**config.mk**
```make
export PLATFORM = sky130hd
export DESIGN_NAME = led_scanner
export DESIGN_NICKNAME = d
export VERILOG_FILES = /design/src/rtl/led_scanner_pkg.sv /design/src/rtl/led_scanner_tick_div.sv /design/src/rtl/led_scanner.sv
export SDC_FILE = /design/constraint.sdc
export NUM_CORES = 1
export LEC_CHECK = 0
export ABC_AREA = 1
export CORE_MARGIN = 3
export CORE_UTILIZATION = 60
export DETAILED_ROUTE_END_ITERATION = 10
export GPL_ROUTABILITY_DRIVEN = 1
export HOLD_SLACK_MARGIN = 0.05
export PLACE_DENSITY_LB_ADDON = 0.12
export SYNTH_ARGS = -nofsm -noshare
export SYNTH_HDL_FRONTEND = slang
export SYNTH_SLANG_ARGS = --single-unit
```
**constraint.sdc**
```tcl
create_clock -name clk_i -period 3.1 [get_ports clk_i]
set_input_delay 0.62 -clock clk_i [delete_from_list [all_inputs] [get_ports clk_i]]
set_output_delay 0.62 -clock clk_i [all_outputs]
set_load 0.005 [all_outputs]
```
**src/rtl/led_scanner_pkg.sv**
```systemverilog
// Shared definitions for the LED scanner: scan modes, direction codes and
// the board-level one-second period constant for a 125 MHz clock.
package led_scanner_pkg;

    typedef enum logic [1:0] {
        MODE_BOUNCE  = 2'd0,
        MODE_WRAP_UP = 2'd1,
        MODE_WRAP_DN = 2'd2,
        MODE_HOLD    = 2'd3
    } mode_e;

    localparam logic DIR_UP = 1'b0;
    localparam logic DIR_DN = 1'b1;

    // period_i value giving one tick per second at 125 MHz
    localparam logic [31:0] ONE_SEC_125M = 32'd124_999_999;

endpackage

```
**src/rtl/led_scanner_tick_div.sv**
```systemverilog
// Programmable tick divider: emits a one-cycle tick every period_i+1 enabled
// cycles. The count freezes while en_i is low; shrinking period_i below the
// current count yields a tick on the very next cycle.
module tick_div
    import led_scanner_pkg::*;
#(
    parameter int DIV_W = 32
) (
    input  logic             clk_i,
    input  logic             rst_i,
    input  logic             en_i,
    input  logic [DIV_W-1:0] period_i,
    output logic             tick_o
);

    logic [DIV_W-1:0] cnt_q;
    logic [DIV_W-1:0] cnt_d;
    logic             tick_s;

    // Next count and tick decision for the current cycle
    always_comb begin
        cnt_d  = cnt_q;
        tick_s = 1'b0;
        if (en_i) begin
            if (cnt_q >= period_i) begin
                cnt_d  = {DIV_W{1'b0}};
                tick_s = 1'b1;
            end else begin
                cnt_d  = cnt_q + {{(DIV_W-1){1'b0}}, 1'b1};
                tick_s = 1'b0;
            end
        end else begin
            cnt_d  = cnt_q;
            tick_s = 1'b0;
        end
    end

    // Count register
    always_ff @(posedge clk_i or posedge rst_i) begin
        if (rst_i) begin
            cnt_q <= {DIV_W{1'b0}};
        end else begin
            cnt_q <= cnt_d;
        end
    end

    assign tick_o = tick_s;

endmodule

```
**src/rtl/led_scanner.sv**
```systemverilog
// Parametrised scanning-light driver for board LED pins. A one-hot head steps
// once per divider tick in bounce, wrap-up or wrap-down fashion, or holds.
// Optional build macro LED_SCANNER_TRAIL_EN adds a tail LED at the position
// the head just left.
module led_scanner
    import led_scanner_pkg::*;
#(
    parameter int LED_W = 8,
    parameter int DIV_W = 32
) (
    input  logic             clk_i,
    input  logic             rst_i,
    input  logic             en_i,
    input  logic [1:0]       mode_i,
    input  logic [DIV_W-1:0] period_i,
    output logic [LED_W-1:0] led_o,
    output logic             dir_o,
    output logic             end_o
);

    localparam int POS_W = (LED_W > 1) ? $clog2(LED_W) : 1;
    localparam logic [POS_W-1:0] POS_ZERO = {POS_W{1'b0}};
    localparam logic [POS_W-1:0] POS_ONE  = POS_W'(1);
    localparam logic [POS_W-1:0] POS_MAX  = POS_W'(LED_W - 1);

    logic             tick_s;
    mode_e            mode_s;

    logic [POS_W-1:0] pos_q;
    logic [POS_W-1:0] pos_d;
    logic             dir_q;
    logic             dir_d;
    logic             end_q;
    logic             end_d;
    logic [LED_W-1:0] led_q;
    logic [LED_W-1:0] led_d;
`ifdef LED_SCANNER_TRAIL_EN
    logic [POS_W-1:0] tpos_q;
    logic [POS_W-1:0] tpos_d;
`endif

    tick_div #(
        .DIV_W (DIV_W)
    ) u_tick_div (
        .clk_i    (clk_i),
        .rst_i    (rst_i),
        .en_i     (en_i),
        .period_i (period_i),
        .tick_o   (tick_s)
    );

    assign mode_s = mode_e'(mode_i);

    // Step FSM: next head position, direction and end-pulse on a tick
    always_comb begin
        pos_d = pos_q;
        dir_d = dir_q;
        end_d = 1'b0;
        if (tick_s) begin
            case (mode_s)
                MODE_BOUNCE: begin
                    if (dir_q == DIR_UP) begin
                        if (pos_q == POS_MAX) begin
                            pos_d = POS_MAX - POS_ONE;
                            dir_d = DIR_DN;
                        end else begin
                            pos_d = pos_q + POS_ONE;
                        end
                    end else begin
                        if (pos_q == POS_ZERO) begin
                            pos_d = POS_ONE;
                            dir_d = DIR_UP;
                        end else begin
                            pos_d = pos_q - POS_ONE;
                        end
                    end
                    end_d = (pos_d == POS_ZERO) || (pos_d == POS_MAX);
                end
                MODE_WRAP_UP: begin
                    if (pos_q == POS_MAX) begin
                        pos_d = POS_ZERO;
                    end else begin
                        pos_d = pos_q + POS_ONE;
                    end
                    dir_d = DIR_UP;
                    end_d = (pos_d == POS_ZERO);
                end
                MODE_WRAP_DN: begin
                    if (pos_q == POS_ZERO) begin
                        pos_d = POS_MAX;
                    end else begin
                        pos_d = pos_q - POS_ONE;
                    end
                    dir_d = DIR_DN;
                    end_d = (pos_d == POS_MAX);
                end
                MODE_HOLD: begin
                    pos_d = pos_q;
                    dir_d = dir_q;
                    end_d = 1'b0;
                end
                default: begin
                    pos_d = pos_q;
                    dir_d = dir_q;
                    end_d = 1'b0;
                end
            endcase
        end else begin
            pos_d = pos_q;
            dir_d = dir_q;
            end_d = 1'b0;
        end
    end

`ifdef LED_SCANNER_TRAIL_EN
    // Tail follows the head: every real step moves pos, so a change marks a step
    always_comb begin
        if (pos_d != pos_q) begin
            tpos_d = pos_q;
        end else begin
            tpos_d = tpos_q;
        end
    end
`endif

    // LED pattern decoded from the next head (and tail) position
    always_comb begin
        led_d = {LED_W{1'b0}};
        for (int i = 0; i < LED_W; i++) begin
`ifdef LED_SCANNER_TRAIL_EN
            led_d[i] = (pos_d == POS_W'(i)) || (tpos_d == POS_W'(i));
`else
            led_d[i] = (pos_d == POS_W'(i));
`endif
        end
    end

    // State and output registers
    always_ff @(posedge clk_i or posedge rst_i) begin
        if (rst_i) begin
            pos_q  <= POS_ZERO;
            dir_q  <= DIR_UP;
            end_q  <= 1'b0;
            led_q  <= {{(LED_W-1){1'b0}}, 1'b1};
`ifdef LED_SCANNER_TRAIL_EN
            tpos_q <= POS_ZERO;
`endif
        end else begin
            pos_q  <= pos_d;
            dir_q  <= dir_d;
            end_q  <= end_d;
            led_q  <= led_d;
`ifdef LED_SCANNER_TRAIL_EN
            tpos_q <= tpos_d;
`endif
        end
    end

    assign led_o = led_q;
    assign dir_o = dir_q;
    assign end_o = end_q;

endmodule

```
* Word level (Yosys, flattened, before mapping) *
Index checks and enable logic that the tools add are counted.

storage, ports and cells
  register bits = 45
  logic and storage cells = 52

cells by class
  $add $sub $neg = 3
  $lt $le $gt $ge = 1
  equal/unequal tests = 13
  mux-type cells = 22
  bitwise logic cells = 1
  reductions and logical operators = 7

operators with widths
  cell                                                                 count
  3-bit 2-to-1 mux                                                     12
  32-bit by 1-bit adder with 32-bit output (second input constant)     1
  32-bit >= comparator                                                 1
  32-bit 2-to-1 mux                                                    1
  3-bit == test (second input constant)                                7
  3-bit logical NOT                                                    4
  3-bit case mux with 4 select lines                                   1
  3-bit by 2-bit == test with 1-bit output (second input constant)     2
  1-bit 2-to-1 mux                                                     6
  2-bit == test (second input constant)                                2
  1-bit case mux with 4 select lines                                   1
  3-bit by 1-bit adder with 3-bit output (second input constant)       1
  3-bit by 1-bit == test with 1-bit output (second input constant)     1
  1-bit case mux with 3 select lines                                   1
  3-bit by 1-bit subtractor with 3-bit output (second input constant)  1
  2-bit by 1-bit == test with 1-bit output (second input constant)     1
  2-bit logical NOT                                                    1
  2-bit AND reduction                                                  1
  1-bit logical OR                                                     1
  1-bit NOT                                                            1

* Depth between registers and ports, before layout *
Gate-level depths: netlist of run 1.

  word-level depth = 9
  depth in mapped cells = 18
  depth with buffers taken out = 18

* Hierarchy *
From an unflattened synthesis of run 1, not the netlist that was laid out.

second synthesis, totals
  cells, all modules = 513
  area, all modules = 3732.3 µm²

modules (own cells, without submodules)
  module       times used  cells an instance  area an instance (µm²)  sequential area each (µm²)
  tick_div     1           396                2836.5                  800.8
  led_scanner  1           117                895.9                   326.6

* Worst setup path after synthesis of run 1 *
Ideal clock, no wire load.

  path kind = input to register
  from = in period_i[7]
  to = reg led_q[1], in the netlist led_o[1]
  library setup time = 130 ps
  data arrival time = 1904 ps
  data required time = 2970 ps
  setup slack = 1066 ps
  cell stages on the path = 15
  buffers on the path = 0
  path through = inv_1 > ha_1 > nand2_1 > inv_1 > nand2_1 > nor2_1 > nor2_1 > nand2_1 > nand2_1 > nand2_1 > nand2_1 > nand2_2 > nand2_4 > o21ai_1 > nor2_1

between the ends
  cells in the longest elaborated chain, start to end = 5

RTL lines
  element                                   RTL line                    RTL
  start, declared                           led_scanner.sv:15           input logic [DIV_W-1:0] period_i,
  32-bit >= comparator                      led_scanner_tick_div.sv:25  if (cnt_q >= period_i) begin
  1-bit 2-to-1 mux                          led_scanner_tick_div.sv:25
  1-bit 2-to-1 mux                          led_scanner_tick_div.sv:24  if (en_i) begin
  3-bit 2-to-1 mux                          led_scanner.sv:59           if (tick_s) begin
  named net pos_d[2]                        led_scanner.sv:30           logic [POS_W-1:0] pos_d;
  3-bit by 1-bit == test with 1-bit output  led_scanner.sv:133          led_d[i] = (pos_d == POS_W'(i));
  named net led_d[1]                        led_scanner.sv:36           logic [LED_W-1:0] led_d;
  end signal, assigned                      led_scanner.sv:144          led_q <= {{(LED_W-1){1'b0}}, 1'b1};
  end signal, assigned                      led_scanner.sv:152          led_q <= led_d;
  end, declared                             led_scanner.sv:35           logic [LED_W-1:0] led_q;

The timed path passes the listed nets, and every way through them passes these cells.
A chain may end at the register's enable or synchronous reset.

* Final worst setup path of run 1 *
  from = in period_i[23]
  to = reg led_q[1], in the netlist led_o[1]

The elaborated chain is that of the path after synthesis.

==> results.json, run 1 <==
{
  "status": "finished, final reports clean",
  "viasPerCell": 5.192,
  "peakVddDrop_v": 0.0003377,
  "skew_ns": 0.006898,
  "yosysMostFrequentCell": "nand2_1",
  "critPathLaunchType": "input pin",
  "grt_pass1_vias": 2982,
  "worstPathRequired_ns": 3.27,
  "die_w_um": 81.99,
  "numPortBuffers": 46,
  "postCtsSetupBuffers": 0,
  "wl_um": 7355,
  "place_area_um2": 4026,
  "nets": 597,
  "cts-htree-levels": 2,
  "grt_overflow": 0,
  "die_area_um2": 6722,
  "diodes": 0,
  "crit_arrival_ns": 2.80,
  "max_slew.worst_pin.slew_ns": 0.9376,
  "wire_per_inst_um": 12.51,
  "timing.fmax_mhz": 381.1,
  "drt_iter0_drc": 145,
  "initial_core_util_pct": 62.53,
  "slew_violations": 0,
  "synth_warnings": 0,
  "io_pins": 47,
  "yosysUniqueCellTypes": 38,
  "synthArstFlopShare_pct": 100.0,
  "fin_crit_sh_pct": 84.64,
  "synth_fp_nets": 544,
  "reg2reg_to": "led_o[1]",
  "finalInstanceArea_um2": 4109,
  "grt_max_degree": 27,
  "seq_area_frac_synth_pct": 32.54,
  "antenna_found_initial": 0,
  "yosys.area.top_type": "dfrtp_1",
  "drv_cap": 0,
  "tritoncts": "yes",
  "postCtsResizedCells": 0,
  "ctsLongestPathBuffers": 2,
  "place_congestion": 0.9180,
  "dpl.hpwl_um": 5994,
  "drive_gt1_share_pct": 6.783,
  "crit_start": "period_i[23]",
  "grt_use_total_pct": 24.43,
  "cp_max_fo": 18,
  "synth_edf_count": 0,
  "synthToLayoutAreaGrowth_pct": 18.60,
  "synth_top_area_share_pct": 31.78,
  "leakage_nw": 2.198,
  "avgSynthCellArea_um2": 7.499,
  "p_per_area_nw_per_um2": 503.4,
  "synth.cell_area_um2": 3465,
  "fin_crit_ns": 2.624,
  "core_area_um2": 5540,
  "yosys-top-cells-area": "dfrtp_1 (32%), ha_1 (16%), nand2_1 (10%)",
  "ant_nets": 0,
  "tns_ns": 0,
  "path_clk_slew_ns": 0.09,
  "rsz0062_at_grt": "false",
  "reg2regPathDepth": 11,
  "cts.sinks": 45,
  "crit_type": "in2reg",
  "setup_viol": 0,
  "rows": 27,
  "synth-seq-cells": 45,
  "hold_class": "reg2reg",
  "cts-root-buf": "clkbuf_8",
  "num_vias": 3053,
  "clk_latency_ns": 0.30,
  "cp-end-kind": "flip-flop",
  "reg2reg_slack_ns": 0.82,
  "synth_common_cells": "nand2_1 (96), inv_1 (82), nor2_1 (54), ha_1 (45), dfrtp_1 (44)",
  "synth_ff_type": "dfrtp_1",
  "drtPass1Iterations": 4,
  "dieHeight_um": 81.99,
  "cp-endpoint": "led_o[1]",
  "syn_inst": 462,
  "drc_errors": 0,
  "reg2reg_from": "u_tick_div.cnt_q[25]",
  "ctsHoldBuffers": 0,
  "hold_viol": 0,
  "grt_pass1_wl_um": 12710,
  "slew_headroom_pct": 37.11,
  "numCtsBuffers": 5
}
-- stage by stage --
step / hold WS [ns] / worst slack (ns) / power (mW) / instances / utilization (%)
2_1_floorplan: 0.4795 / 1.066 / 1.414 / 462 / -
3_3_place_gp: 0.5330 / 0.2195 / 1.689 / 580 / 72.67
3_5_place_dp: 0.5498 / 0.1729 / 1.723 / 580 / 72.67
4_1_cts: 0.5699 / 0.4815 / 2.082 / 588 / 74.16
5_1_grt: 0.6145 / 0.2348 / 2.258 / 588 / 74.16
6_report: 0.5662 / 0.4763 / 2.068 / 588 / 74.16
-- where the power goes --
| group | total [mW] | internal (mW) | switching, mW | leakage [nW] |
|---|---|---|---|---|
| logic | 0.845 | 0.378 | 0.467 | 1.55 |
| clock network | 0.356 | 0.157 | 0.200 | 0.0450 |
| registers | 0.867 | 0.720 | 0.147 | 0.602 |
| total | 2.07 | 1.25 | 0.814 | 2.20 |
-- cells by family after synthesis --
family          after synthesis  share of synthesized area, %
flops                        45                         32.54
compound gates               58                         9.101
simple gates                207                         27.48
xor+xnor                     17                         4.297
buf+inv                      90                         10.33
fa+ha+maj                    45                         16.25
-- metal layers --
metal	global-route usage, %	vias to the layer above	routed length [um]	part of all wire [%]
met1	30.51	1404	3189	43
li1	-	1571	-	-
met5	0	-	0	0
met4	9.468	0	165	2.2
met2	42.25	65	3659	50
met3	3.728	13	341	4.6
-- area by class of cell --
type,instances,area [um2]
repair buffers,51,510.5
well taps,72,90.09
clock buffers,6,72.57
flip-flops and latches,45,1127
inverters,85,319.1
clock inverters,2,10.01
fillers,452,1431
multi-input cells,327,1979
-- placed cells by master, fill, tap and decap left out, drive strengths merged, types with 13 or more instances in the layout --
| cell | netlist | final |
|---|---|---|
| a21oi | 21 | 21 |
| clkdlybuf4s50 | 0 | 46 |
| dfrtp | 44 | 44 |
| ha | 45 | 45 |
| inv | 85 | 84 |
| nand2 | 100 | 100 |
| nand3 | 17 | 17 |
| nand4 | 13 | 13 |
| nor2 | 60 | 60 |
| o21ai | 25 | 25 |
-- critical path, stage by stage --
cell             delay (ns)
clkdlybuf4s50_1        0.45
inv_1                  0.04
ha_1                   0.30
a21oi_1                0.16
o21a_1                 0.16
nand2_1                0.05
a21oi_1                0.32
nand2_2                0.13
nand2_4                0.19
nand2_1                0.07
o21ai_1                0.21
nor2_1                 0.10
-- how the worst min path moves through the flow --
stage | from | endpoint | depth (start not counted)
2_1_floorplan | u_tick_div.cnt_q[27] | u_tick_div.cnt_q[27] | 1
3_3_place_gp | u_tick_div.cnt_q[1] | u_tick_div.cnt_q[1] | 2
3_5_place_dp | u_tick_div.cnt_q[1] | u_tick_div.cnt_q[1] | 2
4_1_cts | u_tick_div.cnt_q[1] | u_tick_div.cnt_q[1] | 2
5_1_grt | u_tick_div.cnt_q[1] | u_tick_div.cnt_q[1] | 2
6_report | u_tick_div.cnt_q[1] | u_tick_div.cnt_q[1] | 2
-- sequential cells by signal, indices dropped and copies added, names as in the netlist --
register and count:
dir_o 1, u_tick_div.cnt_q 32, pos_q 3, led_o 8
end_o 1
No activity file was read; power rests on OpenSTA's default activity.
==> run 2: changes to the inputs <==
Settings changed: CORE_UTILIZATION 60 to 56.
Clock period 3.1 ns to 2.5 ns, I/O delays scaled along.
==> run 2 against run 1 <==
  * Design area is 1.1% higher
  * Total power is 28% higher
  * Register-to-register slack worse by 0.53 ns
  * Sequential power increased by 25%
  * Clock power increased by 39%
==> results.json, run 2 (same netlist as run 1, synthesis figures left out) <==
{
  "wire_per_inst_um": 13.06,
  "ctsLongestPathBuffers": 2,
  "postCtsResizedCells": 0,
  "fin_crit_ns": 2.283,
  "largest_register_ffs": 32,
  "skew_ns": 0.009226,
  "num_vias": 3106,
  "ctsHoldBuffers": 0,
  "reg2reg_from": "pos_q[0]",
  "top_register": "u_tick_div.cnt_q",
  "grt_overflow": 0,
  "status": "finished, final reports clean",
  "path_clk_slew_ns": 0.10,
  "hold_viol": 0,
  "numCtsBuffers": 5,
  "slew_violations": 0,
  "crit_type": "in2reg",
  "cp_max_fo": 11,
  "cts-htree-levels": 2,
  "synthToLayoutAreaGrowth_pct": 19.86,
  "setup_viol": 0,
  "drt_iter0_drc": 122,
  "wl_um": 7786,
  "drv_cap": 0,
  "path_delay_family": "compound AO/OA/AOI/OAI gates",
  "place_congestion": 0.8801,
  "die_w_um": 84.66,
  "rows": 28,
  "die_area_um2": 7166,
  "numPortBuffers": 46,
  "grt_pass1_vias": 3205,
  "diodes": 0,
  "drc_errors": 0,
  "mostFrequentLayoutCells": "nand2_1 (96), inv_1 (81), nor2_1 (54)",
  "crit_start": "period_i[31]",
  "hp-start": "u_tick_div.cnt_q[27]",
  "slowest_delay_ns": 0.46,
  "hold_class": "reg2reg",
  "critPathLaunchType": "input pin",
  "cts-root-buf": "clkbuf_8",
  "grt_max_degree": 46,
  "postCtsSetupBuffers": 0,
  "dpl.hpwl_um": 6394,
  "crit_arrival_ns": 2.47,
  "dp_cells": 588,
  "drtPass1Iterations": 4,
  "finalNonFillerCells": 596,
  "peakVddDrop_v": 0.0004740,
  "antenna_found_initial": 0,
  "slew_headroom_pct": 61.21,
  "fin_crit_sh_pct": 91.33,
  "timing.fmax_mhz": 438.0,
  "slowest_stage": "clkdlybuf4s50_1",
  "rsz0062_at_grt": "false",
  "worstPathRequired_ns": 2.69,
  "crit_buf_inv": 2,
  "dieHeight_um": 84.66,
  "timing.hold.ws_ns": 0.5486,
  "leakage_nw": 2.225,
  "p_per_area_nw_per_um2": 636.1,
  "grt_use_total_pct": 23.19,
  "io_pins": 47,
  "ant_nets": 0,
  "max_slew.worst_pin.slew_ns": 0.5818,
  "dp_slack_ns": -0.1124,
  "drive_gt1_share_pct": 7.869,
  "cp-end-kind": "flip-flop",
  "place_area_um2": 4055,
  "viasPerCell": 5.211,
  "finalInstanceArea_um2": 4153,
  "clk_latency_ns": 0.30,
  "initial_core_util_pct": 58.17,
  "nets": 602,
  "tritoncts": "yes",
  "cp_cell_sequence": "clkdlybuf4s50_1 -> inv_1 -> ha_1 -> a21oi_1 -> o21a_1 -> nand2_1 -> a21oi_1 -> nand2_2 -> nand2_4 -> nand2_1 -> o21ai_1 -> nor2_1",
  "grt_pass1_wl_um": 13630,
  "cts.sinks": 45,
  "core_area_um2": 5956,
  "worst_slack_ns": 0.2167,
  "final_common_cell": "nand2_1",
  "total_power_mw": 2.642
}
==> run 2: final timing paths <==
| kind | to | slack, ns | cells after the start |
|---|---|---|---|
| max | led_o[3] | 0.22 | 12 |
| max reg2reg | led_o[1] | 0.29 | 13 |
| max in group asynchronous | u_tick_div.cnt_q[6] | 1.45 | 3 |
| min | u_tick_div.cnt_q[27] | 0.55 | 1 |
| min in group asynchronous | u_tick_div.cnt_q[19] | 0.65 | 3 |
| min reg2reg | u_tick_div.cnt_q[27] | 0.55 | 1 |
==> run 2: area by class of cell <==
type                    count  area, um2
fillers                   525       1803
well taps                  75      93.84
inverters                  85      319.1
clock buffers               5      68.82
clock inverters             3      28.78
multi-input cells         327       1979
repair buffers             56      535.5
flip-flops and latches     45       1127
==> run 2: metrics by stage <==
step	setup TNS [ns]	util, %
detailed placement	-1.739	68.09
global placement	-0.2436	68.09
CTS	0	69.73
floorplan	0	-
global route	0	69.73
finish	0	69.73
==> run 2: power breakdown <==
group / switching [mW] / internal (mW) / total (mW)
clock: 0.284 / 0.211 / 0.495
combinational: 0.598 / 0.473 / 1.07
sequential: 0.183 / 0.892 / 1.08
total: 1.07 / 1.58 / 2.64
==> run 2: layer usage <==
layer / up-vias / share of wire [%] / global-route usage [%]
met4: 0 / 2.4 / 8.058
met5: - / 0 / 0
met1: 1446 / 42 / 26.83
li1: 1584 / - / -
met2: 60 / 52 / 43.27
met3: 16 / 3.2 / 3.337
==> run 2: worst register-to-register path, delay by kind of cell (launching register included) <==
kind                     cells  cell delay, ns
AO/OA/AOI/OAI                2            0.40
flip-flops                   1            0.51
AND/OR/NAND/NOR              6            0.45
adder cells (fa/ha/maj)      2            0.47
buffers and inverters        3            0.27
